**config.mk**
```make
export PLATFORM = sky130hd
export DESIGN_NAME = if_fetch_unit
export DESIGN_NICKNAME = d
export VERILOG_FILES = /design/src/rtl/ifetch_pkg.sv /design/src/rtl/fetch_buf.sv /design/src/rtl/if_fetch_unit.sv
export SDC_FILE = /design/constraint.sdc
export NUM_CORES = 1
export LEC_CHECK = 0
export CORE_MARGIN = 5
export CORE_UTILIZATION = 46
export DETAILED_ROUTE_END_ITERATION = 8
export PLACE_DENSITY = 0.76
export SLEW_MARGIN = 30
export SYNTH_ARGS = -nofsm -noshare
export SYNTH_HDL_FRONTEND = slang
export SYNTH_SLANG_ARGS = --single-unit
```
**constraint.sdc**
```tcl
create_clock -name clk_i -period 5.4 [get_ports clk_i]
set_input_delay 1.08 -clock clk_i [delete_from_list [all_inputs] [get_ports clk_i]]
set_output_delay 1.08 -clock clk_i [all_outputs]
set_load 0.005 [all_outputs]
```
**src/rtl/ifetch_pkg.sv**
```systemverilog
// ifetch_pkg: shared constants, fetch buffer entry type and fetch FSM states
//   NOP_INSTR_DEF  addi x0,x0,0 driven when no fetched word is available
//   RESET_PC_DEF   default first fetch address after reset
package ifetch_pkg;
    localparam logic [31:0] NOP_INSTR_DEF = 32'h0000_0013;
    localparam logic [31:0] RESET_PC_DEF  = 32'h0000_0000;
    typedef struct packed {
        logic [31:0] pc;
        logic [31:0] instr;
    } fetch_entry_t;
    typedef enum logic {ST_RUN, ST_DRAIN} fetch_state_t;
endpackage

```
**src/rtl/fetch_buf.sv**
```systemverilog
// fetch_buf: DEPTH-entry synchronous FIFO of fetched {pc, instr} words
//   clk_i, rst_i (async, active-low)
//   clear_i      empty the FIFO; dominates a same-cycle push
//   push_i       write push_data_i at the tail
//   pop_i        drop the head entry (caller guarantees non-empty)
//   head_o       head entry, combinational
//   count_o      occupancy, empty_o occupancy is zero
module fetch_buf
    import ifetch_pkg::*;
#(
    parameter int DEPTH = 2,
    localparam int CW = $clog2(DEPTH + 1),
    localparam int PW = (DEPTH > 1) ? $clog2(DEPTH) : 1
) (
    input  logic          clk_i,
    input  logic          rst_i,
    input  logic          clear_i,
    input  logic          push_i,
    input  fetch_entry_t  push_data_i,
    input  logic          pop_i,
    output fetch_entry_t  head_o,
    output logic [CW-1:0] count_o,
    output logic          empty_o
);
    fetch_entry_t  r_mem [DEPTH];
    logic [PW-1:0] r_rd;
    logic [PW-1:0] r_wr;
    logic [CW-1:0] r_count;

    function automatic logic [PW-1:0] wrap_inc(input logic [PW-1:0] p);
        return (p == PW'(DEPTH - 1)) ? '0 : p + 1'b1;
    endfunction

    always_ff @(posedge clk_i or negedge rst_i) begin
        if (!rst_i) begin
            r_rd    <= '0;
            r_wr    <= '0;
            r_count <= '0;
        end else if (clear_i) begin
            r_rd    <= '0;
            r_wr    <= '0;
            r_count <= '0;
        end else begin
            if (push_i) r_wr <= wrap_inc(r_wr);
            if (pop_i) r_rd <= wrap_inc(r_rd);
            r_count <= r_count + CW'(push_i) - CW'(pop_i);
        end
    end

    always_ff @(posedge clk_i) begin
        if (push_i && !clear_i) r_mem[r_wr] <= push_data_i;
    end

    assign head_o  = r_mem[r_rd];
    assign count_o = r_count;
    assign empty_o = (r_count == '0);
endmodule

```
**src/rtl/if_fetch_unit.sv**
```systemverilog
// if_fetch_unit: instruction-fetch front end feeding the IF/ID register
//   clk_i, rst_i (async, active-low)
//   stall_i, redirect_i, redirect_pc_i    hazard hold and branch/jump restart
//   imem_req_o/imem_addr_o/imem_ready_i   request channel (accept = req & ready)
//   imem_rvalid_i/imem_rdata_i            in-order response channel
//   valid_o, pc_o, pcplus4_o, instruction_o  head word presented to IF/ID
//   IFETCH_PERF_EN defined: adds perf_stall_cnt_o, perf_bubble_cnt_o,
//   perf_redirect_cnt_o saturating event counters
module if_fetch_unit
    import ifetch_pkg::*;
#(
    parameter logic [31:0] RESET_PC  = RESET_PC_DEF,
    parameter int          BUF_DEPTH = 2,
    parameter logic [31:0] NOP_INSTR = NOP_INSTR_DEF
) (
    input  logic        clk_i,
    input  logic        rst_i,
    input  logic        stall_i,
    input  logic        redirect_i,
    input  logic [31:0] redirect_pc_i,
    output logic        imem_req_o,
    output logic [31:0] imem_addr_o,
    input  logic        imem_ready_i,
    input  logic        imem_rvalid_i,
    input  logic [31:0] imem_rdata_i,
    output logic        valid_o,
    output logic [31:0] pc_o,
    output logic [31:0] pcplus4_o,
    output logic [31:0] instruction_o
`ifdef IFETCH_PERF_EN
    ,
    output logic [31:0] perf_stall_cnt_o,
    output logic [31:0] perf_bubble_cnt_o,
    output logic [31:0] perf_redirect_cnt_o
`endif
);
    localparam int CW = $clog2(BUF_DEPTH + 1);

    fetch_state_t  r_state;
    fetch_state_t  w_state_nxt;
    logic [31:0]   r_fetch_pc;
    logic [31:0]   r_resp_pc;
    logic [CW-1:0] r_inflight;
    logic [CW-1:0] r_kill;
    logic [CW-1:0] w_inflight_nxt;
    logic [CW-1:0] w_kill_nxt;
    logic [CW-1:0] w_count;
    logic [CW:0]   w_used;
    logic [31:0]   w_redirect_pc;
    logic          w_empty;
    logic          w_accept;
    logic          w_drop;
    logic          w_push;
    logic          w_pop;
    fetch_entry_t  w_head;
    fetch_entry_t  w_push_entry;

    // r_resp_pc is the PC of the next response that will be kept: killed
    // responses never advance it, so it is reloaded with the target on redirect.
    assign w_push_entry  = '{pc: r_resp_pc, instr: imem_rdata_i};
    assign w_redirect_pc = redirect_pc_i & ~32'h3;
    assign imem_addr_o   = r_fetch_pc;

    fetch_buf #(.DEPTH(BUF_DEPTH)) u_buf (
        .clk_i       (clk_i),
        .rst_i       (rst_i),
        .clear_i     (redirect_i),
        .push_i      (w_push),
        .push_data_i (w_push_entry),
        .pop_i       (w_pop),
        .head_o      (w_head),
        .count_o     (w_count),
        .empty_o     (w_empty)
    );

    always_comb begin
        valid_o       = ~w_empty;
        pc_o          = valid_o ? w_head.pc : '0;
        pcplus4_o     = pc_o + 32'd4;
        instruction_o = valid_o ? w_head.instr : NOP_INSTR;
    end

    // Credit counts the slot freed by a same-cycle pop so a full-rate stream
    // needs no bubble; in-flight plus buffered words still never exceed BUF_DEPTH.
    always_comb begin
        w_pop          = valid_o & ~stall_i;
        w_used         = {1'b0, r_inflight} + {1'b0, w_count} - (CW+1)'(w_pop);
        imem_req_o     = rst_i & ~redirect_i & (w_used < (CW+1)'(BUF_DEPTH));
        w_accept       = imem_req_o & imem_ready_i;
        w_drop         = imem_rvalid_i & (r_state == ST_DRAIN);
        w_push         = imem_rvalid_i & ~w_drop;
        w_inflight_nxt = r_inflight + CW'(w_accept) - CW'(imem_rvalid_i);
        w_kill_nxt     = redirect_i ? r_inflight - CW'(imem_rvalid_i) : r_kill - CW'(w_drop);
        w_state_nxt    = (w_kill_nxt != '0) ? ST_DRAIN : ST_RUN;
    end

    always_ff @(posedge clk_i or negedge rst_i) begin
        if (!rst_i) r_state <= ST_RUN;
        else r_state <= w_state_nxt;
    end

    always_ff @(posedge clk_i or negedge rst_i) begin
        if (!rst_i) begin
            r_fetch_pc <= RESET_PC;
            r_resp_pc  <= RESET_PC;
            r_inflight <= '0;
            r_kill     <= '0;
        end else begin
            r_inflight <= w_inflight_nxt;
            r_kill     <= w_kill_nxt;
            if (redirect_i) begin
                r_fetch_pc <= w_redirect_pc;
                r_resp_pc  <= w_redirect_pc;
            end else begin
                if (w_accept) r_fetch_pc <= r_fetch_pc + 32'd4;
                if (w_push) r_resp_pc <= r_resp_pc + 32'd4;
            end
        end
    end

`ifdef IFETCH_PERF_EN
    logic [31:0] r_perf_stall;
    logic [31:0] r_perf_bubble;
    logic [31:0] r_perf_redirect;

    always_ff @(posedge clk_i or negedge rst_i) begin
        if (!rst_i) begin
            r_perf_stall    <= '0;
            r_perf_bubble   <= '0;
            r_perf_redirect <= '0;
        end else begin
            if (stall_i && valid_o && !(&r_perf_stall)) r_perf_stall <= r_perf_stall + 32'd1;
            if (!stall_i && !valid_o && !(&r_perf_bubble)) r_perf_bubble <= r_perf_bubble + 32'd1;
            if (redirect_i && !(&r_perf_redirect)) r_perf_redirect <= r_perf_redirect + 32'd1;
        end
    end

    assign perf_stall_cnt_o    = r_perf_stall;
    assign perf_bubble_cnt_o   = r_perf_bubble;
    assign perf_redirect_cnt_o = r_perf_redirect;
`endif
endmodule

```
* Word level (Yosys, flattened, before mapping)
Memory sizes are Yosys's and may differ from the RTL's.
Cells that the tools add are included.
** Word-level totals
- Bits in latches :: 0
- Output and inout port bits :: 130
- Bits in registers :: 73
- Input port bits :: 70
- Word-level logic and storage cells :: 57
- Memories :: 1
- Memory bits (writable) :: 128
- Bits in read-only memories :: 0
** Memory list
- u_buf.r_mem :: words 2, width 64, read ports 1, clocked after memory_dff 0, write ports 1, RTL line fetch_buf.sv:25 : fetch_entry_t r_mem [DEPTH];
** Cells by class
- Shift operators :: 0
- Eq/ne operators :: 0
- Mux-type cells :: 17
- Multipliers :: 0
- Magnitude comparators :: 1
- Div/mod/pow operators :: 0
- Bitwise operators :: 10
- Reduce and logical (&&, ||, !) cells :: 7
- Add/subtract/negate cells :: 13
** Operators by type and width (number)
- $mux 32 :: 6
- $add 32x3->32 const B :: 3
- $mux 1 :: 9
- $reduce_bool 2->1 :: 4
- $sub 2x1->2 :: 4
- $and 1x1->1 :: 6
- $add 2x1->2 :: 2
- $mux 2 :: 2
- $not 1->1 :: 4
- $add 2x2->3 :: 1
- $lt 3x2->1 const B :: 1
- $sub 3x1->3 :: 1
- $add 1x1->1 const B :: 2
- $logic_not 2->1 :: 1
- $logic_and 1x1->1 :: 1
- $logic_not 1->1 :: 1

* Logic depth before layout (Yosys ltp)
- Depth after elaboration :: 9
- Gate-level depth with buffers :: 13
- Gate-level depth less buffers :: 12

* Cells and area by module
From an unflattened synthesis, not the netlist that was laid out.
** Unflattened totals
- Cells, all modules :: 784
- Area, all modules :: 9793.1 um^2
** Modules (own cells, without submodules)
- fetch_buf :: area an instance 5034.8 um^2, cells an instance 217, instances 1, sequential area each 3943.8 um^2
- if_fetch_unit :: area an instance 4758.3 um^2, cells an instance 567, instances 1, sequential area each 1626.6 um^2

* Worst setup path after synthesis
No wires, ideal clock.
- Kind :: in2reg
- Start point :: in redirect_i
- End point :: mem u_buf.r_mem[0][0] (netlist bit), enable pin
- Library setup time :: 559 ps
- Setup slack :: -904 ps
- Buffers on the path :: 2
- Arrival :: 5746 ps
- Cell stages on the path :: 3
- Cell sequence :: clkbuf_1 > clkbuf_1 > nor3_1
** On the way
- Word-level cells in the longest chain between the ends :: 4
** RTL lines
- start, declared :: RTL line if_fetch_unit.sv:19 : input logic redirect_i,
- $logic_not 1->1 :: RTL line fetch_buf.sv:51 : if (push_i && !clear_i) r_mem[r_wr] <= push_data_i;
- $logic_and 1x1->1 :: RTL line fetch_buf.sv:51
- $mux 1 :: RTL line fetch_buf.sv:51
- $mux 1 (implied by the code) :: RTL line fetch_buf.sv:51
- end, declared :: RTL line fetch_buf.sv:25
No other way between the ends.

* Final worst setup path
- Start point :: reg u_buf.r_rd
- End point :: out pcplus4_o[26]
** On the way
- Word-level cells in the longest chain between the ends :: 3
** RTL lines
- start, declared :: RTL line fetch_buf.sv:26 : logic [PW-1:0] r_rd;
- start signal, assigned :: RTL line fetch_buf.sv:45 : if (pop_i) r_rd <= wrap_inc(r_rd);
- $mem_v2 2x64
- $mux 32 :: RTL line if_fetch_unit.sv:78 : pc_o = valid_o ? w_head.pc : '0;
- $add 32x3->32 :: RTL line if_fetch_unit.sv:79 : pcplus4_o = pc_o + 32'd4;
- end, declared :: RTL line if_fetch_unit.sv:28 : output logic [31:0] pcplus4_o,
No other way between the ends.

==> flow_metrics.tcl <==
set metrics [dict create \
    met2_length_mm 10.1 \
    dieArea_mm2 0.0232 \
    firstDrtPassIters 5 \
    fp.dieW_um 152 \
    grt_pass1_vias 6595 \
    highest_layer "met4" \
    wl_per_cell_um 17.4 \
    htree_levels 4 \
    ir_drop_uv 249 \
    cts.sinks 193 \
    hold_depth 0 \
    arrival_ns 3.73 \
    path_class "reg2out" \
    avgSynthCellArea_um2 11.7 \
    postRouteAntennaNets 0 \
    maxSlewViolCount 0 \
    async_flop_share 0.358 \
    cpMaxStageDelayCell "dfrtp_4" \
    finalCritPeriodShare 0.890 \
    routed_via_density 5.36 \
    maxCapViolCount 0 \
    critPathRequiredTime_ns 4.32 \
    cp_max_fo 36 \
    crit_path_start_kind "register" \
    cts_setup_buffers 0 \
    critPathMaxStageDelay_ns 0.80 \
    stdcell_area_mm2 0.0121 \
    instances_no_fill 1266 \
    yosys_register_bits 193 \
    drtIter0Drc 303 \
    ys_types 52 \
    antenna_found_initial 0 \
    wl_met1_mm 10.3 \
    pin_count 200 \
    syn_area_mm2 0.00933 \
    fp.coreArea_mm2 0.0201 \
    io_buffers 191 \
    synth.yosys.seq_area_share 0.584 \
    rows 52 \
    rr_endpoint "r_inflight[1]" \
    clk_pin_slew_worst_paths_ns 0.07 \
    dpl_cell_area_mm2 0.0115 \
    routabilityCongestion 0.810 \
    worstHoldPathType "reg2reg" \
    power.total_w 0.00473 \
    r2r.worst_path.cells 12 \
    rsz0062_at_grt "no" \
    antenna_cells 0 \
    cts_tree "done" \
    setup_tns_ns 0 \
    grtUsageTotal 0.188 \
    tightest_slew_ns 0.841 \
    hp-start "r_resp_pc[31]" \
    cts_resized 0 \
    r2r-start "u_buf.count_o[1]" \
    vias 6781 \
    grt_max_degree 63 \
    p_leak_nw 4.29 \
    max_freq_ghz 0.208 \
    cts_hold_buf 0 \
    die_y_um 152 \
    setup_viol 0 \
    critical-path-top-delay-family "simple AND/OR/NAND/NOR gates" \
    wl_met3_mm 1.45 \
    critical_path.cell_chain "mux2i_1, nor3_1, nand4_2, nor4_1, xor2_1, clkdlybuf4s50_1" \
    dp_hpwl_mm 15.9 \
    clk_latency_ns 0.43 \
    cts_made_buffers 17 \
    finalWirelength_mm 22.0 \
    cts.path.max_buffers 2 \
    yosys_warnings 0 \
    nFillCells 1647 \
    min_to "u_buf.r_mem[0][63]" \
    drc 0 \
    cts_root_buf "clkbuf_16" \
    initial_core_util 0.464 \
    gr-total-overflow 0 \
    path_buf_inv 1 \
    synth_edf_count 124 \
    drive_gt1_frac 0.0813 \
    period_needed_ns 4.81 \
    rrSetupSlack_ns 2.25 \
    finClkSkew_ns 0.0139 \
    synthToLayoutAreaGrowth_pct 29.4 \
    worstSetupEndpointType "output port" \
    ys.flop_type "edfxtp_1" \
    finalHoldViolations 0 \
    grt_pass1_wl_mm 35.1 \
    fin_nets 1064 \
    dpl.cell_count 1234 \
    p_per_area_mw_per_mm2 392 \
    hold_ws_ns 0.503 \
    syn_inst 799 \
    relSlewSlack 0.439 \
    outcome "finished, final reports clean" \
]
-- layout by cell type, fill, tap and decap left out, types with 9 or more instances in the layout --
| cell | synthesis | final |
|---|---|---|
| xor2_1 | 28 | 28 |
| nor3_1 | 24 | 23 |
| ha_1 | 10 | 10 |
| mux2i_1 | 61 | 61 |
| nand3_1 | 36 | 36 |
| nor4_2 | 9 | 9 |
| xnor2_1 | 39 | 39 |
| and3_1 | 12 | 11 |
| dfrtp_1 | 69 | 68 |
| o311ai_0 | 13 | 13 |
| clkbuf_16 | 0 | 19 |
| nor2_1 | 81 | 80 |
| buf_4 | 8 | 15 |
| edfxtp_1 | 124 | 124 |
| clkdlybuf4s50_1 | 0 | 189 |
| nand4_1 | 17 | 17 |
| o211ai_1 | 13 | 13 |
| o21ai_0 | 47 | 47 |
| nand2_1 | 74 | 74 |
| inv_1 | 20 | 20 |
-- cells by family (layout without fill, tap and decap cells) --
| family | Yosys count | count (layout) | share of synthesized area |
|---|---|---|---|
| adder cells (fa/ha/maj) | 11 | 11 | 0.0156 |
| multiplexers | 63 | 63 | 0.0678 |
| buffers and inverters | 67 | 259 | 0.0349 |
| AND/OR/NAND/NOR | 297 | 297 | 0.167 |
| AO/OA/AOI/OAI | 100 | 100 | 0.0678 |
| other | 1 | 6 | 0.000402 |
| flip-flops | 193 | 193 | 0.584 |
| XOR/XNOR | 67 | 67 | 0.0629 |
-- synth_stat cells (17+ instances only) --
library cell  count  share of area
nand2_1          74          0.030
dfrtp_1          69           0.19
buf_2            17         0.0091
inv_1            20         0.0080
nor3_1           24          0.013
nor2_1           81          0.033
o21ai_0          47          0.025
xor2_1           28          0.026
mux2i_1          61          0.065
clkbuf_1         18         0.0072
nand3_1          36          0.019
nand4_1          17          0.011
edfxtp_1        124           0.40
xnor2_1          39          0.037
-- final cells by class --
| type | count | area (µm²) | share of cell area |
|---|---|---|---|
| Clock inverter | 9 | 91.3 | 0.00756 |
| Multi-Input combinational cell | 544 | 3600 | 0.298 |
| Clock buffer | 23 | 503 | 0.0416 |
| Sequential cell | 193 | 5450 | 0.452 |
| Inverter | 21 | 78.8 | 0.00653 |
| Tap cell | 270 | 338 | 0.0280 |
| Timing Repair Buffer | 206 | 2010 | 0.167 |
-- where the power goes --
group          total, W  switching [W]  internal [W]  leakage (nW)
Clock           0.00124       0.000529      0.000712         0.299
Sequential      0.00190       0.000166       0.00173          1.96
Combinational   0.00159       0.000745      0.000847          2.03
-- state kept, by name, summed over array words and instances, names as in the netlist --
register / cells
u_buf.r_mem: 124
u_buf.count_o: 2
r_inflight: 2
r_resp_pc: 30
r_kill: 2
u_buf.r_rd: 1
r_state: 1
u_buf.r_wr: 1
imem_addr_o: 30
-- worst register-to-register path: stages (launching register included) --
cell and delay, ns:
dfrtp_1 0.44, inv_1 0.08, nor3_1 0.31, o21ai_0 0.18, fa_1 0.40, xnor2_1 0.18
nor4b_4 0.34, inv_2 0.26, ha_1 0.35, inv_1 0.04, ha_1 0.17, xnor2_1 0.16
xnor2_1 0.15
-- metrics by stage --
step | utilization | setup slack (ns)
3_3_place_gp | 0.571 | 1.02
2_1_floorplan | - | 0.992
5_1_grt | 0.601 | 0.277
3_5_place_dp | 0.571 | 0.907
4_1_cts | 0.601 | 0.559
6_report | 0.601 | 0.592
-- routing by layer --
metal,track usage,up-vias
met4,0.0522,0
li1,-,3270
met5,0,-
met1,0.271,3232
met2,0.292,262
met3,0.0364,17
-- worst max-delay path by stage --
stage          startpoint                 to  slack [ns]  cells past startpoint
6_report       u_buf.r_rd      pcplus4_o[26]        0.59                      6
5_1_grt        u_buf.r_rd      pcplus4_o[26]        0.28                      6
4_1_cts        u_buf.r_rd      pcplus4_o[26]        0.56                      7
3_5_place_dp      stall_i         imem_req_o        0.91                      7
3_3_place_gp      stall_i         imem_req_o        1.02                      7
2_1_floorplan  redirect_i  u_buf.r_mem[0][0]        0.99                      3
No activity file was read; power rests on OpenSTA's default activity.
